## config.mk

```make
export PLATFORM = sky130hd
export DESIGN_NAME = lsb_three_approximate_rc_adder
export DESIGN_NICKNAME = d
export VERILOG_FILES = /design/src/rtl/lsb_three_approximate_rc_adder_pkg.sv /design/src/rtl/lsb_three_approximate_rc_adder_full_adder_cell.sv /design/src/rtl/lsb_three_approximate_rc_adder.sv
export SDC_FILE = /design/constraint.sdc
export NUM_CORES = 1
export LEC_CHECK = 0
export CAP_MARGIN = 20
export CELL_PAD_IN_SITES_DETAIL_PLACEMENT = 2
export CELL_PAD_IN_SITES_GLOBAL_PLACEMENT = 2
export CORE_MARGIN = 4
export CORE_UTILIZATION = 19
export CTS_BUF_LIST = sky130_fd_sc_hd__clkbuf_2
export CTS_CLUSTER_SIZE = 40
export DETAILED_ROUTE_END_ITERATION = 16
export GPL_ROUTABILITY_DRIVEN = 0
export HOLD_SLACK_MARGIN = 0.02
export PLACE_DENSITY_LB_ADDON = 0.1
export SLEW_MARGIN = 10
export SYNTH_ARGS = -nofsm -noshare
export SYNTH_HDL_FRONTEND = slang
export SYNTH_SLANG_ARGS = --single-unit
export TNS_END_PERCENT = 10
```

## constraint.sdc

```tcl
create_clock -name clk -period 0.8 [get_ports clk]
set_clock_uncertainty 0.15 [all_clocks]
set_input_delay 0.12 -clock clk [delete_from_list [all_inputs] [get_ports clk]]
set_output_delay 0.12 -clock clk [all_outputs]
set_load 0.005 [all_outputs]
```

## src/rtl/lsb_three_approximate_rc_adder_pkg.sv

```systemverilog
// Shared definitions for the approximate ripple-carry adder.
// Holds the default operand width, the default number of approximate LSBs,
// the operand and result types, and a helper that returns the worst-case
// absolute error for a given number of approximate bits.
package lsb_three_approximate_rc_adder_pkg;

  localparam int ADDER_WIDTH       = 8;
  localparam int ADDER_APPROX_BITS = 3;

  // One operand.
  typedef logic [ADDER_WIDTH-1:0] operand_t;
  // Complete result {Cout, S}.
  typedef logic [ADDER_WIDTH:0]   result_t;

  // The lower part never produces a result further than this from the
  // exact sum.
  function automatic int approx_error_bound(input int approx_bits);
    return (1 << approx_bits) - 1;
  endfunction

endpackage

```

## src/rtl/lsb_three_approximate_rc_adder_full_adder_cell.sv

```systemverilog
// Single-bit exact full adder used for the upper part of the ripple chain.
// Ports:
//   a_i, b_i  operand bits
//   ci_i      carry in
//   s_o       sum bit
//   co_o      carry out
module full_adder_cell (
  input  logic a_i,
  input  logic b_i,
  input  logic ci_i,
  output logic s_o,
  output logic co_o
);

  logic p;

  // Propagate term is shared between the sum and the carry.
  assign p    = a_i ^ b_i;
  assign s_o  = p ^ ci_i;
  assign co_o = (a_i & b_i) | (ci_i & p);

endmodule

```

## src/rtl/lsb_three_approximate_rc_adder.sv

```systemverilog
// Registered approximate adder. The lowest APPROX_BITS bits are formed with
// a lower-part OR (no carry between them); the upper bits form an exact
// ripple-carry chain of full_adder_cell instances. The result {Cout, S}
// appears one cycle after an accepted input.
//
// Handshake: an input is accepted on every rising clk edge where in_valid
// is 1 (no backpressure). out_valid is 1 for exactly the cycle after each
// accepted input; when out_valid is 0, S and Cout keep their last value.
// rst clears S, Cout and out_valid immediately and overrides in_valid.
//
// Ports:
//   clk        rising-edge clock
//   rst        asynchronous active-high reset
//   in_valid   A/B/Cin are valid this cycle
//   A, B       unsigned operands (WIDTH bits)
//   Cin        carry in
//   S          registered approximate sum (WIDTH bits)
//   Cout       registered carry out
//   out_valid  S/Cout hold the result of an accepted input
//
// APPROX_BITS may be 0 (exact adder) up to WIDTH (fully approximate).
module lsb_three_approximate_rc_adder
  import lsb_three_approximate_rc_adder_pkg::*;
#(
  parameter int WIDTH       = ADDER_WIDTH,
  parameter int APPROX_BITS = ADDER_APPROX_BITS
) (
  input  logic             clk,
  input  logic             rst,
  input  logic             in_valid,
  input  logic [WIDTH-1:0] A,
  input  logic [WIDTH-1:0] B,
  input  logic             Cin,
  output logic [WIDTH-1:0] S,
  output logic             Cout,
  output logic             out_valid
);

  logic [WIDTH-1:0]           sum_c;
  // carry_c[i] is the carry into bit i; only the exact region has carries.
  logic [WIDTH:APPROX_BITS]   carry_c;

  logic [WIDTH-1:0] s_q, s_d;
  logic             cout_q, cout_d;
  logic             valid_q, valid_d;

  generate
    if (APPROX_BITS == 0) begin : g_no_approx
      assign carry_c[0] = Cin;
    end else begin : g_approx
      // Cin has nowhere to ripple, so it is folded into the OR of bit 0.
      assign sum_c[0] = A[0] | B[0] | Cin;
      for (genvar i = 1; i < APPROX_BITS; i++) begin : g_or
        assign sum_c[i] = A[i] | B[i];
      end
      // Only the top approximate bit can generate a carry into the exact part.
      assign carry_c[APPROX_BITS] = A[APPROX_BITS-1] & B[APPROX_BITS-1];
    end

    for (genvar i = APPROX_BITS; i < WIDTH; i++) begin : g_exact
      full_adder_cell u_fa (
        .a_i  (A[i]),
        .b_i  (B[i]),
        .ci_i (carry_c[i]),
        .s_o  (sum_c[i]),
        .co_o (carry_c[i+1])
      );
    end
  endgenerate

  always_comb begin
    s_d     = s_q;
    cout_d  = cout_q;
    valid_d = 1'b0;
    if (in_valid) begin
      s_d     = sum_c;
      cout_d  = carry_c[WIDTH];
      valid_d = 1'b1;
    end
  end

  always_ff @(posedge clk or posedge rst) begin
    if (rst) begin
      s_q     <= '0;
      cout_q  <= 1'b0;
      valid_q <= 1'b0;
    end else begin
      s_q     <= s_d;
      cout_q  <= cout_d;
      valid_q <= valid_d;
    end
  end

  assign S         = s_q;
  assign Cout      = cout_q;
  assign out_valid = valid_q;

endmodule

```

* Yosys cells after proc, flatten, opt, wreduce, memory -nomap -nowiden
Index checks and enable logic that the tools add are counted.
** Cells by class
- Bitwise operators :: 30
- Muxes and demuxes :: 1
** Operators with widths (count)
- 1-bit bitwise AND :: 11
- 1-bit XOR :: 10
- 1-bit bitwise OR :: 9
- 1-bit two-way mux :: 1
** Storage, ports and cells
- Word-level logic and storage cells :: 34
- Input port bits :: 20
- Register bits after elaboration :: 10

* Logic depth before layout (Yosys ltp)
Gate-level depths: netlist of run 1.
- Depth in word-level cells :: 11
- Depth in mapped cells :: 8

* Hierarchy
A second synthesis of run 1 with hierarchy kept.
** Second synthesis, totals
- Cells, all modules :: 33
- Area, all modules :: 493.0 µm²
** By module, submodules not included
- lsb_three_approximate_rc_adder :: instances 1, cells each 28, sequential area each 250.2 µm², area an instance 392.9 µm²
- full_adder_cell :: instances 5, cells each 1, sequential area each 0.0 µm², area an instance 20.0 µm²

* Least setup slack after synthesis of run 1
No wires, ideal clock.
- Kind :: input to register
- Start :: input A[2]
- End :: register s_q[7], in the netlist S[7]
- Setup time :: 0.077 ns
- Required time :: 0.573 ns
- Buffers on the path :: 0
- Data arrival time :: 2.341 ns
- Stages on the path :: 8
- Slack :: -1.768 ns
- Path through :: and2_1 fa_1 fa_1 fa_1 fa_1 inv_1 fa_1 a21oi_1
** On the way
- Longest elaborated chain between the ends :: 10
** RTL lines
- start: declaration :: line lsb_three_approximate_rc_adder.sv:31 : input logic [WIDTH-1:0] A,
- 1-bit bitwise AND :: line lsb_three_approximate_rc_adder.sv:57 : assign carry_c[APPROX_BITS] = A[APPROX_BITS-1] & B[APPROX_BITS-1];
- 1-bit bitwise AND :: line lsb_three_approximate_rc_adder_full_adder_cell.sv:20 : assign co_o = (a_i & b_i) | (ci_i & p);
- 1-bit bitwise OR :: line lsb_three_approximate_rc_adder_full_adder_cell.sv:20
- 1-bit bitwise AND :: line lsb_three_approximate_rc_adder_full_adder_cell.sv:20
- 1-bit bitwise OR :: line lsb_three_approximate_rc_adder_full_adder_cell.sv:20
- 1-bit bitwise AND :: line lsb_three_approximate_rc_adder_full_adder_cell.sv:20
- 1-bit bitwise OR :: line lsb_three_approximate_rc_adder_full_adder_cell.sv:20
- 1-bit bitwise AND :: line lsb_three_approximate_rc_adder_full_adder_cell.sv:20
- 1-bit bitwise OR :: line lsb_three_approximate_rc_adder_full_adder_cell.sv:20
- 1-bit XOR :: line lsb_three_approximate_rc_adder_full_adder_cell.sv:19 : assign s_o = p ^ ci_i;
- end signal: assignment :: line lsb_three_approximate_rc_adder.sv:84 : s_q <= '0;
- end signal: assignment :: line lsb_three_approximate_rc_adder.sv:88 : s_q <= s_d;
- end: declaration :: line lsb_three_approximate_rc_adder.sv:43 : logic [WIDTH-1:0] s_q, s_d;
Every way passes these cells.
A chain may end at the register's enable or synchronous reset.

* Final worst setup path of run 1
Same ends and word-level chain as after synthesis.

==> flow_summary.toml, run 1 <==
[pwr]
p_int_uw = 932
p_leak_nw = 0.376
p_sw_share_pct = 28.0
p_sw_uw = 362
clockPowerShare_pct = 22.8
finalPower_mw = 1.29
vdd_drop_max_mv = 0.644
seqPwrFrac_pct = 47.7
p_per_area_nw_per_um2 = 1560
combPwrFrac_pct = 29.6

[yosys]
ys_seq_area_share_pct = 51.7
synth.distinct_cells = 9
yosysMostFrequentCell = "dfrtp_1"
ys_ff_latch = 10
async_reset_ff_share_pct = 100
synth_cells = 38
ys_top_cells_by_count = "dfrtp_1 (10), nor2_1 (7), a21oi_1 (5), fa_1 (5)"
ys.flop_type = "dfrtp_1"
synth_top_area_share_pct = 51.7
synth_area_per_cell_um2 = 12.7
synth_edf_count = 0
yosysWarnings = 0
synth_nets = 63
yosysTopAreaCell = "dfrtp_1"
synth_area_leaders = "dfrtp_1 (52%), fa_1 (21%), mux2_2 (9.3%)"
synth_area_um2 = 484

[clock_network]
clk_path_buf_depth = 2
path_clk_slew_ps = 100
root_buffer = "clkbuf_2"
numCtsBuffers = 3
cts_tree = "yes"
h-tree-depth = 1
clk_latency_ps = 260
clkSinkCount = 10

[hold_path]
min_from = "B[2]"
whs_path_depth = 3
hold_path_end = "S[2]"
hp-class = "in -> reg"

[finish]
finalNonFillerCells = 105
seq_area_um2 = 250
multi_input_area_um2 = 231
diodes = 0
final_nets = 101
post-route-util_pct = 33.8
fillers = 276
area_growth_pct = 71.3
final_layout_size_suffix_gt1_share_pct = 42.7

[setup_path]
critPathMaxFanout = 2
cp-start-kind = "input port"
rr_worst_depth = 1
cp.required_ps = 840
cp_data_arrival_time_ps = 2330
rrSetupSlack_ps = -120
r2r_start = "S[6]"
cp-end-kind = "flop"
critPathKind = "in -> reg"
reg2reg_to = "S[6]"

[drt]
antenna_left = 0
drt-initial-drc-count = 2
avgRoutedWirePerCell_um = 11.9
drc_errors = 0
vias_per_cell = 4.01
dr_total_vias = 421
dr.pass1.iters = 2
wl_um = 1250

[global_routing]
grt_pass1_wl_um = 2020
grt_remaining_overflow = 0
grt_max_degree = 8
grt_antenna_before_repair = 0
globalRouteTotalUtil_pct = 8.39
grt_pass1_vias = 481

[timing]
layout_setup_ws_ps = -1490
grt_setup_unrepaired = "true"
setup_tns_ps = -7970
drv_slew = 0
clock.fmax_ghz = 0.437
setup_viol = 16
max_slew.worst_pin.slew_ps = 179
fin_crit_sh_pct = 286
relSlewSlack_pct = 88.1
period_needed_ps = 2290
fin_hold_ws_ps = -27.9
hold_viol = 11

[run]
cap_violations = 0

[die]
initial_core_util_pct = 19.7
die_y_um = 58.5
pin_count = 30
die_area_um2 = 3420
row_count = 18
core_um2 = 2450
die_x_um = 58.5

[place]
port_buffers = 29
place_inst = 100
dp_hpwl_um = 1070

[run_status]
violations = "negative hold slack, negative setup slack"
outcome = "complete, but fails checks"
==> cells by family (layout without fill, tap and decap cells) <==
logic type               Yosys count  after routing  share of synthesized area (%)
AO/OA/AOI/OAI                      5              5                           5.17
adder cells (fa/ha/maj)            5              5                           20.7
AND/OR/NAND/NOR                    9              9                           7.75
buffers and inverters              5             42                           5.43
flip-flops                        10             10                           51.7
multiplexers                       4              4                           9.30
==> routing by layer <==
| layer | GRT usage [%] | share of wire [%] | vias up |
|---|---|---|---|
| met5 | 0 | 0 | - |
| met4 | 3.97 | 1.4 | 0 |
| met3 | 4.82 | 9.8 | 2 |
| met2 | 15.2 | 54 | 17 |
| met1 | 7.37 | 35 | 206 |
| li1 | - | - | 196 |
==> power groups by stage <==
stage                     registers, mW  logic, mW  clock network [mW]
after floorplan                   0.632      0.125                   0
after global placement            0.629      0.428                   0
after detailed placement          0.627      0.441                   0
after CTS                         0.618      0.403               0.337
after global routing              0.628      0.433               0.358
final                             0.617      0.383               0.295
==> worst max path at each step <==
stage,startpoint,end,slack (ps),cells past startpoint
5_1_grt,A[2],S[7],-1520,9
3_5_place_dp,A[2],S[7],-2200,9
3_3_place_gp,A[2],S[7],-2170,9
2_1_floorplan,A[2],S[7],-1650,8
4_1_cts,B[2],S[7],-1580,9
6_report,A[2],S[7],-1490,9
==> registers in the layout (all words and copies together) (netlist names) <==
signal     count
S              8
Cout           1
out_valid      1
==> placed cells by master (no fill, tap or decap) <==
master / instances
mux2_4: 3
mux2_2: 1
and2_4: 1
clkinv_1: 1
clkbuf_2: 11
a21oi_1: 5
buf_4: 5
buf_2: 3
nor2_1: 7
inv_1: 3
nor3_1: 1
clkdlybuf4s15_2: 1
clkdlybuf4s15_1: 1
buf_6: 2
fa_2: 4
clkdlybuf4s50_1: 14
dfrtp_1: 10
fa_1: 1
inv_2: 1
==> stage by stage <==
stage	worst slack (ps)	instance area (µm²)
floorplan	-1650	492
global placement	-2170	838
detailed placement	-2200	838
CTS	-1580	852
global route	-1520	830
finish	-1490	830
==> layout make-up <==
class,instances,area share (%)
clock inverter,1,0.452
sequential,10,30.2
tap,30,4.52
timing repair buffer,34,33.3
inverter,4,1.81
clock buffer,3,1.81
multi-input combinational,23,27.9
==> worst max-delay path, cell delays in order <==
cell and delay [ps]:
buf_6 90, and2_4 150, fa_2 330, fa_2 350
fa_2 350, fa_2 340, inv_2 60, fa_1 400
a21oi_1 150
==> timing repair <==
| item | CTS | global route |
|---|---|---|
| pin swaps | 7 | 7 |
| gates resized for setup | 43 | 14 |
| buffers inserted | 0 | 1 |
| endpoints found under the setup margin | 20 | 19 |
| hold endpoints to repair | 11 | 11 |
(Power assumes the default switching activity.)
==> inputs of run 2 (changes only) <==
--- a/config.mk
+++ b/config.mk
@@ -16,6 +16,7 @@
 export GPL_ROUTABILITY_DRIVEN = 0
 export HOLD_SLACK_MARGIN = 0.02
 export PLACE_DENSITY_LB_ADDON = 0.1
+export SETUP_SLACK_MARGIN = 0.3
 export SLEW_MARGIN = 10
 export SYNTH_ARGS = -nofsm -noshare
 export SYNTH_HDL_FRONTEND = slang
==> constraint.sdc (replaced) <==
create_clock -name clk -period 1.89 [get_ports clk]
set_clock_uncertainty 0.15 [all_clocks]
set_input_delay 0.2835 -clock clk [delete_from_list [all_inputs] [get_ports clk]]
set_output_delay 0.2835 -clock clk [all_outputs]
set_load 0.005 [all_outputs]
==> flow_summary.toml, run 2 (same netlist as run 1, synthesis figures left out) <==
[setup_path]
r2r_start = "S[6]"
rrSetupSlack_ps = 990
crit_slowest_cell = "fa_1"
cp_data_arrival_time_ps = 2510
worst-path-buf-inv = 2
crit_top_cell = "fa_2"
reg2reg_to = "S[6]"
critPathMaxFanout = 2
cp-end-kind = "flop"
rr_worst_depth = 1
crit_chain = "buf_6 -> and2_4 -> fa_2 -> fa_2 -> fa_2 -> fa_2 -> inv_2 -> fa_1 -> a21oi_2"
cp-start-kind = "input port"
cp.required_ps = 1920
worst_path_largest_cell_delay_ps = 410
crit_family = "adder cells"
critPathKind = "in -> reg"

[timing]
fin_crit_sh_pct = 131
clock.fmax_ghz = 0.404
fin_hold_ws_ps = 162
relSlewSlack_pct = 72.7
period_needed_ps = 2470
layout_setup_ws_ps = -584
max_slew.worst_pin.slew_ps = 408
setup_viol = 3
hold_viol = 0
grt_setup_unrepaired = "true"
drv_slew = 0

[clock_network]
h-tree-depth = 1
root_buffer = "clkbuf_2"
path_clk_slew_ps = 110
clk_path_buf_depth = 2
cts_tree = "yes"
hold_buffers = 0
clkSinkCount = 10
clk_latency_ps = 240
numCtsBuffers = 3

[finish]
area_growth_pct = 80.6
post-route-util_pct = 35.6
largest_reg_flops = 8
final_nets = 99
final_layout_size_suffix_gt1_share_pct = 27.4
stdcell_area_um2 = 875
final_common_cell = "clkdlybuf4s50_1"
diodes = 0
final_cell_mix = "clkdlybuf4s50_1 (16), dfrtp_1 (10), dlymetal6s2s_1 (8)"

[global_routing]
grt_remaining_overflow = 0
grt_max_degree = 11
grt_pass1_vias = 498
globalRouteTotalUtil_pct = 8.58
grt_pass1_wl_um = 2190
grt_antenna_before_repair = 0

[place]
port_buffers = 29
placed_area_um2 = 816
dp_hpwl_um = 1070

[drt]
vias_per_cell = 3.88
wl_um = 1280
drc_errors = 0
antenna_left = 0
dr_total_vias = 400
drt-initial-drc-count = 2
dr.pass1.iters = 2
avgRoutedWirePerCell_um = 12.4

[die]
pin_count = 30
die_y_um = 58.5
die_x_um = 58.5
core_um2 = 2450
row_count = 18
initial_core_util_pct = 19.7
die_area_um2 = 3420

[run]
cap_violations = 0

[pwr]
p_leak_nw = 0.412
vdd_drop_max_mv = 0.268
finalPower_uw = 554
p_per_area_nw_per_um2 = 634

[run_status]
outcome = "complete, but fails checks"
violations = "negative setup slack"

[hold_path]
hp-class = "in -> async"
[run 2: repair_timing]
action,in CTS,in global routing
gates cloned,0,0
endpoints found under the setup margin,7,13
setup buffers,1,1
pin swaps,7,7
hold endpoints to repair,0,0
resized for setup,15,13
[run 2: power breakdown]
part           switching, mW  internal [mW]  total [mW]
clock                 0.0744         0.0460       0.120
combinational         0.0591          0.115       0.174
sequential            0.0149          0.245       0.260
total                  0.148          0.406       0.554
[run 2: layout make-up]
| cell class | count | area [µm²] |
|---|---|---|
| repair buffers | 32 | 329 |
| fillers | 282 | 1580 |
| multi-input cells | 23 | 224 |
| clock buffers | 3 | 15.0 |
| flip-flops and latches | 10 | 250 |
| clock inverters | 1 | 3.75 |
| well taps | 30 | 37.5 |
| inverters | 4 | 15.0 |
[run 2: how the worst max path moves through the flow]
stage / depth (start not counted) / startpoint / end
global route: 9 / A[2] / S[7]
finish: 9 / A[2] / S[7]
CTS: 9 / B[2] / S[7]
detailed placement: 9 / A[2] / S[7]
floorplan: 8 / A[2] / S[7]
global placement: 9 / A[2] / S[7]
[run 2: routing by layer]
metal | track usage (%) | vias up | wire, µm
met5 | 0 | - | 0
met4 | 2.98 | 0 | 0
met3 | 3.07 | 0 | 103
met2 | 16.1 | 13 | 735
met1 | 8.61 | 197 | 438
li1 | - | 190 | -
[run 2: stage by stage]
step                setup TNS, ps  cells  worst slack [ps]
detailed placement          -4270     97             -1290
global placement            -4070     97             -1220
floorplan                   -1790     38              -721
CTS                         -1770    102              -722
finish                      -1240    103              -584
global route                -1420    103              -636
